[src/rtl/ram_arb_pkg.sv]
// Shared types and defaults for the two-port RAM arbiter.
// Latency: n/a (declarations only).
// Backpressure: n/a (declarations only).
package ram_arb_pkg;

    localparam int ADDR_W_DEF = 13;
    localparam int DATA_W_DEF = 32;

    // IDLE arbitrates round-robin; OWNx holds the RAM for a locked burst.
    typedef enum logic [1:0] {
        ST_IDLE = 2'd0,
        ST_OWN0 = 2'd1,
        ST_OWN1 = 2'd2
    } arb_state_e;

endpackage : ram_arb_pkg

[src/rtl/ram_arb_rr2.sv]
// 2-way round-robin pick with a last-served pointer register.
// Latency: pick is combinational; the pointer updates at the clock edge of a grant.
// Backpressure: none; the caller decides whether the pick is used.
//
// Ports:
//   clk, reset       clock, synchronous active-high reset
//   req0, req1       candidate requests
//   upd, upd_idx     a grant happened this cycle, and to which index
//   pick0, pick1     one-hot (or zero) round-robin choice
module ram_arb_rr2 (
    input  logic clk,
    input  logic reset,
    input  logic req0,
    input  logic req1,
    input  logic upd,
    input  logic upd_idx,
    output logic pick0,
    output logic pick1
);

    // Index of the requester served last. Resets to 1 so that requester 0
    // wins the first contested cycle.
    logic last_q;
    logic last_d;

    always_comb begin
        last_d = last_q;
        if (upd) begin
            last_d = upd_idx;
        end
    end

    always_ff @(posedge clk) begin
        if (reset) begin
            last_q <= 1'b1;
        end else begin
            last_q <= last_d;
        end
    end

    // A sole requester always wins; under contention the one not served last wins.
    assign pick0 = req0 & (~req1 | last_q);
    assign pick1 = req1 & (~req0 | ~last_q);

endmodule : ram_arb_rr2

[src/rtl/ram_arbiter.sv]
// Two-requester arbiter in front of a single-port synchronous RAM, with burst lock.
// Latency: grant is combinational in the request cycle; read data valid one cycle later.
// Backpressure: a requester holds its request until gnt is sampled high; a locked owner stalls the other.
//
// Ports:
//   clk, reset                     clock, synchronous active-high reset
//   reqN, rnwN, addrN, wdataN      request, read-not-write, word address, write data
//   lockN                          keep ownership of the RAM while asserted
//   gntN                           access accepted at this clock edge
//   rvalidN, rdata                 read data return (rdata shared, passes through from ram_dout)
//   ram_cs_b, ram_rnw, ram_addr,
//   ram_din, ram_dout              RAM port (active-low select, registered read data)
module ram_arbiter
    import ram_arb_pkg::*;
#(
    parameter int ADDR_W = ADDR_W_DEF,
    parameter int DATA_W = DATA_W_DEF
) (
    input  logic              clk,
    input  logic              reset,
    input  logic              req0,
    input  logic              req1,
    input  logic              rnw0,
    input  logic              rnw1,
    input  logic [ADDR_W-1:0] addr0,
    input  logic [ADDR_W-1:0] addr1,
    input  logic [DATA_W-1:0] wdata0,
    input  logic [DATA_W-1:0] wdata1,
    input  logic              lock0,
    input  logic              lock1,
    output logic              gnt0,
    output logic              gnt1,
    output logic              rvalid0,
    output logic              rvalid1,
    output logic [DATA_W-1:0] rdata,
    output logic              ram_cs_b,
    output logic              ram_rnw,
    output logic [ADDR_W-1:0] ram_addr,
    output logic [DATA_W-1:0] ram_din,
    input  logic [DATA_W-1:0] ram_dout
);

    arb_state_e state_q;
    arb_state_e state_d;
    logic       rvalid0_q;
    logic       rvalid1_q;
    logic       pick0;
    logic       pick1;
    logic       g0;
    logic       g1;

    ram_arb_rr2 u_rr2 (
        .clk     (clk),
        .reset   (reset),
        .req0    (req0),
        .req1    (req1),
        .upd     (g0 | g1),
        .upd_idx (g1),
        .pick0   (pick0),
        .pick1   (pick1)
    );

    // An owner keeps the RAM only while its lock is held; on the cycle its lock
    // drops, normal arbitration already applies, so the release costs no cycle.
    always_comb begin
        state_d = state_q;
        g0      = 1'b0;
        g1      = 1'b0;
        if (!reset) begin
            if (state_q == ST_OWN0 && lock0) begin
                g0 = req0;
            end else if (state_q == ST_OWN1 && lock1) begin
                g1 = req1;
            end else begin
                g0 = pick0;
                g1 = pick1;
                if (g0 && lock0) begin
                    state_d = ST_OWN0;
                end else if (g1 && lock1) begin
                    state_d = ST_OWN1;
                end else begin
                    state_d = ST_IDLE;
                end
            end
        end
    end

    always_ff @(posedge clk) begin
        if (reset) begin
            state_q   <= ST_IDLE;
            rvalid0_q <= 1'b0;
            rvalid1_q <= 1'b0;
        end else begin
            state_q   <= state_d;
            rvalid0_q <= g0 & rnw0;
            rvalid1_q <= g1 & rnw1;
        end
    end

    assign gnt0 = g0;
    assign gnt1 = g1;

    // Gating with reset kills a read that was granted just before reset rose.
    assign rvalid0 = rvalid0_q & ~reset;
    assign rvalid1 = rvalid1_q & ~reset;
    assign rdata   = ram_dout;

    assign ram_cs_b = ~(g0 | g1);
    assign ram_rnw  = g1 ? rnw1   : (g0 ? rnw0   : 1'b1);
    assign ram_addr = g1 ? addr1  : (g0 ? addr0  : '0);
    assign ram_din  = g1 ? wdata1 : (g0 ? wdata0 : '0);

endmodule : ram_arbiter
[config.mk]
export PLATFORM = sky130hd
export DESIGN_NAME = ram_arbiter
export DESIGN_NICKNAME = d
export VERILOG_FILES = /design/src/rtl/ram_arb_pkg.sv /design/src/rtl/ram_arb_rr2.sv /design/src/rtl/ram_arbiter.sv
export SDC_FILE = /design/constraint.sdc
export NUM_CORES = 1
export LEC_CHECK = 0
export BUFFER_PORTS_ARGS = -buffer_cell sky130_fd_sc_hd__buf_2
export CAP_MARGIN = 20
export CORE_AREA = 2 2 83 85
export DETAILED_ROUTE_END_ITERATION = 10
export DIE_AREA = 0 0 85 87
export PLACE_DENSITY = 0.61
export SETUP_SLACK_MARGIN = 0.1
export SLEW_MARGIN = 20
export SYNTH_ARGS = -nofsm -noshare
export SYNTH_HDL_FRONTEND = slang
export SYNTH_SLANG_ARGS = --single-unit
export TNS_END_PERCENT = 50
[constraint.sdc]
create_clock -name clk -period 1.36 [get_ports clk]
set_input_delay 0.136 -clock clk [delete_from_list [all_inputs] [get_ports clk]]
set_output_delay 0.136 -clock clk [all_outputs]
set_load 0.05 [all_outputs]
After elaboration in Yosys (flattened, before gate mapping)
Cells that the tools add are included.
Widths: inputs -> output; s select.
{"block": "word_totals", "latchBits": 0, "word_cells": 41, "output_inout_bits": 83, "mem_count": 0, "in_bits": 130, "mem_bits_rw": 0, "register_bits": 5, "romBits": 0}
{"block": "op_classes", "magnitude_cmp": 0, "n_mul": 0, "bitwise_logic": 16, "n_shift": 0, "n_div": 0, "mux": 14, "eq_ne": 2, "addsub": 0, "reduce_logical": 5}
{"operator": "$mux 32", "count": 2}
{"operator": "$mux 13", "count": 2}
{"operator": "$mux 1", "count": 8}
{"operator": "$not 1->1", "count": 7}
{"operator": "$and 1x1->1", "count": 6}
{"operator": "$logic_and 1x1->1", "count": 4}
{"operator": "$mux 2", "count": 2}
{"operator": "$or 1x1->1", "count": 3}
{"operator": "$eq 2x1->1 const B", "count": 1}
{"operator": "$eq 2x2->1 const B", "count": 1}
{"operator": "$reduce_and 2->1", "count": 1}

Depth between registers and ports, before layout
{"block": "depth", "word_depth": 8, "ltp_mapped": 7, "ltp_nobuf": 4}

Modules after synthesis
From an unflattened synthesis, not the netlist that was laid out.
{"block": "unflattened", "hier_cells": 180, "hier_area_um2": 1395.1}
{"mod": "ram_arbiter", "cells_per_inst": 173, "area_each_um2": 1336.3, "instances": 1}
{"mod": "ram_arb_rr2", "cells_per_inst": 7, "area_each_um2": 58.8, "instances": 1}

Worst setup path before layout
OpenSTA, ideal clock, no wires.
{"block": "synth_path", "path_type": "register -> output", "from": "reg state_q[0]", "to": "out ram_rnw", "stages_incl_launch_ff": 7, "arrival_time_ns": 2.001, "t_required_ns": 1.224, "slack_ns": -0.777, "path_cell_list": "dfxtp_1 > nand2_1 > or2_0 > and3_1 > clkbuf_2 > buf_2 > a22oi_1"}
{"block": "synth_via", "word_cells_on_any_way": 12, "cone_classes": "2 x eq/ne; 8 x mux; 2 x reduce/logical"}
{"item": "start: declaration", "line": "ram_arbiter.sv:43", "text": "arb_state_e state_q;"}
{"item": "start signal: assignment", "line": "ram_arbiter.sv:94", "text": "state_q <= state_d;"}
{"item": "$eq 2x2->1", "line": "ram_arbiter.sv:72", "text": "end else if (state_q == ST_OWN1 && lock1) begin"}
{"item": "$logic_and 1x1->1", "line": "ram_arbiter.sv:72"}
{"item": "$mux 1", "line": "ram_arbiter.sv:72"}
{"item": "$mux 1 *", "line": "ram_arbiter.sv:70", "text": "if (state_q == ST_OWN0 && lock0) begin"}
{"item": "$mux 1 *", "line": "ram_arbiter.sv:69", "text": "if (!reset) begin"}
{"item": "via gnt1", "line": "ram_arbiter.sv:32", "text": "output logic gnt1,"}
{"item": "$mux 1 *", "line": "ram_arbiter.sv:109", "text": "assign ram_rnw = g1 ? rnw1 : (g0 ? rnw0 : 1'b1);"}
{"item": "end: declaration", "line": "ram_arbiter.sv:37", "text": "output logic ram_rnw,"}
Mark *: on every way through the listed nets, which the timed path passes. The rest lies on a longest branch.

Worst setup path after layout
{"block": "layout_path", "from": "reg u_rr2.last_q", "to": "out ram_din[23]"}
{"block": "layout_via", "elab_chain_cells": 7, "word_cells_on_any_way": 13, "cone_classes": "8 x mux; 5 x bitwise"}
{"item": "start: declaration", "line": "ram_arb_rr2.sv:23", "text": "logic last_q;"}
{"item": "start signal: assignment", "line": "ram_arb_rr2.sv:37", "text": "last_q <= last_d;"}
{"item": "$or 1x1->1 / $not 1->1 (equally long branches)", "line": "ram_arb_rr2.sv:42, ram_arb_rr2.sv:43"}
{"item": "$and 1x1->1 / $or 1x1->1 (equally long branches)", "line": "ram_arb_rr2.sv:42, ram_arb_rr2.sv:43"}
{"item": "$mux 1 / $and 1x1->1 (equally long branches)", "line": "ram_arbiter.sv:72, ram_arb_rr2.sv:43"}
{"item": "$mux 1 (on tied branches)", "line": "ram_arbiter.sv:70, ram_arbiter.sv:72"}
{"item": "$mux 1 (on tied branches)", "line": "ram_arbiter.sv:69, ram_arbiter.sv:70"}
{"item": "$mux 32 / $mux 1 (equally long branches)", "line": "ram_arbiter.sv:111, ram_arbiter.sv:69"}
{"item": "$mux 32 *", "line": "ram_arbiter.sv:111", "text": "assign ram_din = g1 ? wdata1 : (g0 ? wdata0 : '0);"}
{"item": "end: declaration", "line": "ram_arbiter.sv:39", "text": "output logic [DATA_W-1:0] ram_din,"}
Every way passes the cells marked *; elsewhere a longest branch is shown, timed or not.

==> metrics.md <==
| Metric | Value |
|---|---|
| Die Y | 87 um |
| Yosys Warn Count | 0 |
| Core area | ~6600 um^2 |
| Critical-path cell list | and2b_2 -> o21ai_1 -> and4b_2 -> buf_4 -> clkbuf_16 -> a22o_4 -> buf_8 |
| Remaining global-route overflow | 0 |
| Final instance area | 2360 um^2 |
| Die X | 85 um |
| Switch share | approximately 44% |
| Reg clk slew, reported paths | 0.04 ns |
| DRT iter0 DRCs | 20 |
| Cell Pwr Density | 671 nW/um^2 |
| Root buffer cell | clkbuf_8 |
| Gr usage total | 10.0% |
| Final Hold Fails | 0 |
| CP Max Fanout | 6 |
| WL/cell | 12.9 um |
| Crit path required time | between 1 and 1.5 ns |
| CTS H-Tree Depth | 1 |
| Post-Syn Area | 980 um^2 |
| Crit share post-route | 137% |
| Crit Path Class | reg2out |
| Syn Inst Count | 122 |
| CP endpoint kind | primary output |
| Crit path max-delay family | simple AND/OR/NAND/NOR gates |
| Pint | 888 uW |
| Top Ports | 213 |
| Max incr delay on CP | 0.30 ns |
| CP startpoint kind | register |
| Combinational Power Share | 72.8% |
| CTS hold repair buffers | 0 |
| Post-route setup TNS | -22.93 ns |
| Total CTS buffers | 3 |
| Worst-margin pin slew | 0.255 ns |
| # port buffers | 148 |
| Violated checks | negative setup slack |
| Post-DP HPWL | 3280 um |
| Final setup violation count | 50 |
| Fmax | 0.535 GHz |
| Placement Rows | 30 |
| P&R area growth vs syn | 141% |
| Max transition margin | 83.1% |
| Highest-delay cell along the critical path | dfxtp_2 |
| Finished Core Util | 36.0% |
| Period minus WS final | 1.87 ns |
| Max-cap violations | 0 |
| Status | finished with violations |
| Share of layout cells above drive strength 1 | ~86% |
| Final ANT Viol Nets | 0 |
| Via count of the first global-routing pass | 1,429 |
| P_sw | 697 uW |
| Fin nets | 381 |
| CTS tree | done |
| RSZ-0062 raised after global routing | yes |
| DRC errors left | 0 |
| Post-DP Area | 1840 um^2 |
| Worst VDD drop | 0.000484 V |
| Largest net degree at the start of global routing | 38 |
| Seq/Total Area, Yosys | 10.2% |
| Netlist cell types | 24 |
| First-pass GRT wire length | 6320 um |
| Clock sink total | 5 |
| Tot Pwr | 1.59 mW |
| First drt pass iteration count | 4 |
| Placer Congestion | 0.765 |
| Power share of the clock group | 17.0% |
| Leakage | 1.25 nW |
| Final WL | 4280 um |
| Clock skew | 0.00218 ns |
| Commonest non-fill, non-tap cells in the layout | buf_2, buf_8, buf_6 |
| Crit path buf inv count | 3 |
| Fin worst setup slack | -0.509 ns |
| Clock Latency Late Sink | about 0.22 ns |
| Fillers | roughly 680 |
| Max-slew violations | 0 |
| Sequential Power Share | about a tenth |
| DIE AREA | approximately 7400 um^2 |
| Arr. time, crit path | ~1.7 ns |
| Most common cell after layout, fill and taps aside | buf_2 |
| Initial antenna violation count | 1 |
| Setup WS pre-CTS | -0.346 ns |
| Post-Syn Nets | around 250 |
| Synthesized area per cell | 8.03 um^2 |
| Starting Density | between 10% and 20% |
| Hold Crit Class | in2reg |
| Vias per cell | 4.34 |
| Vias | 1,435 |
| Flops & latches, synth | 5 |
| Max Root-Sink Buffers | 2 |
power groups by stage:
| stage | combinational [mW] | sequential [mW] | clock, mW |
|---|---|---|---|
| 3_5_place_dp | 0.921 | 0.162 | 0 |
| 6_report | 1.15 | 0.161 | 0.270 |
| 4_1_cts | 1.10 | 0.160 | 0.278 |
| 5_1_grt | 1.21 | 0.161 | 0.287 |
| 3_3_place_gp | 0.914 | 0.162 | 0 |
| 2_1_floorplan | 0.898 | 0.162 | 0 |
per-layer routing:
layer  vias up  global-route usage, %  share of wire, %
li1        685                      -                 -
met1       643                   9.85                32
met4         0                   3.75              0.75
met5         -                      0                 0
met3         6                   2.65                11
met2       101                   20.0                56
synthesized netlist by cell type (all sizes together):
library cell  count  area share (%)
a22o             45              40
buf              43              32
dfxtp             5              10
inv               4             1.5
nand2             3             1.1
nor2b             3             1.9
o21ai             3             1.5
and2              2             1.3
and4b             2             2.0
a21oi             1            0.51
a221o             1             1.0
a22oi             1            0.77
a31oi             1            0.64
and2b             1            0.77
and3              1            0.64
clkbuf            1            0.51
nand3b            1            0.77
nor2              1            0.38
nor3b             1            0.77
o31ai             1            0.77
or2               1            0.64
logic make-up after synthesis:
group	Yosys count	share of synthesized area, %
buffers and inverters	48	34.0
AND/OR/NAND/NOR	16	10.3
flip-flops	5	10.2
AO/OA/AOI/OAI	53	45.5
layout make-up:
type | instances | area (um^2) | share of cell area [%]
timing repair buffer | 168 | 1350 | 57.1
multi-input combinational | 69 | 749 | 31.7
sequential | 5 | 103 | 4.34
tap | 80 | 100 | 4.24
clock buffer | 4 | 45.0 | 1.91
inverter | 4 | 15.0 | 0.635
antenna | 1 | 2.50 | 0.106
stage by stage:
stage / hold slack [ns] / instances
2_1_floorplan: 0.241 / 122
6_report: 0.131 / 331
3_5_place_dp: 0.272 / 323
3_3_place_gp: 0.272 / 323
4_1_cts: 0.128 / 328
5_1_grt: 0.127 / 331
flip-flops by register name (all words and copies together), names as in the netlist:
| signal | flops |
|---|---|
| u_rr2.last_q | 1 |
| rvalid0_q | 1 |
| state_q | 2 |
| rvalid1_q | 1 |
worst paths after layout:
| path | slack (ns) | cells past startpoint | start | to |
|---|---|---|---|---|
| max | -0.51 | 7 | u_rr2.last_q | ram_din[23] |
| min | 0.13 | 2 | rnw1 | rvalid1_q |
| max reg2reg | -0.05 | 6 | u_rr2.last_q | rvalid0_q |
| min reg2reg | 0.56 | 2 | u_rr2.last_q | u_rr2.last_q |
what timing repair did:
| item | in CTS | in global routing |
|---|---|---|
| resized for setup | 110 | 23 |
| setup endpoints to repair | 51 | 51 |
| pin swaps | 3 | 1 |
| setup buffers | 1 | 1 |
| cloned | 0 | 1 |
Note: power is estimated with default switching activity, not from simulation.
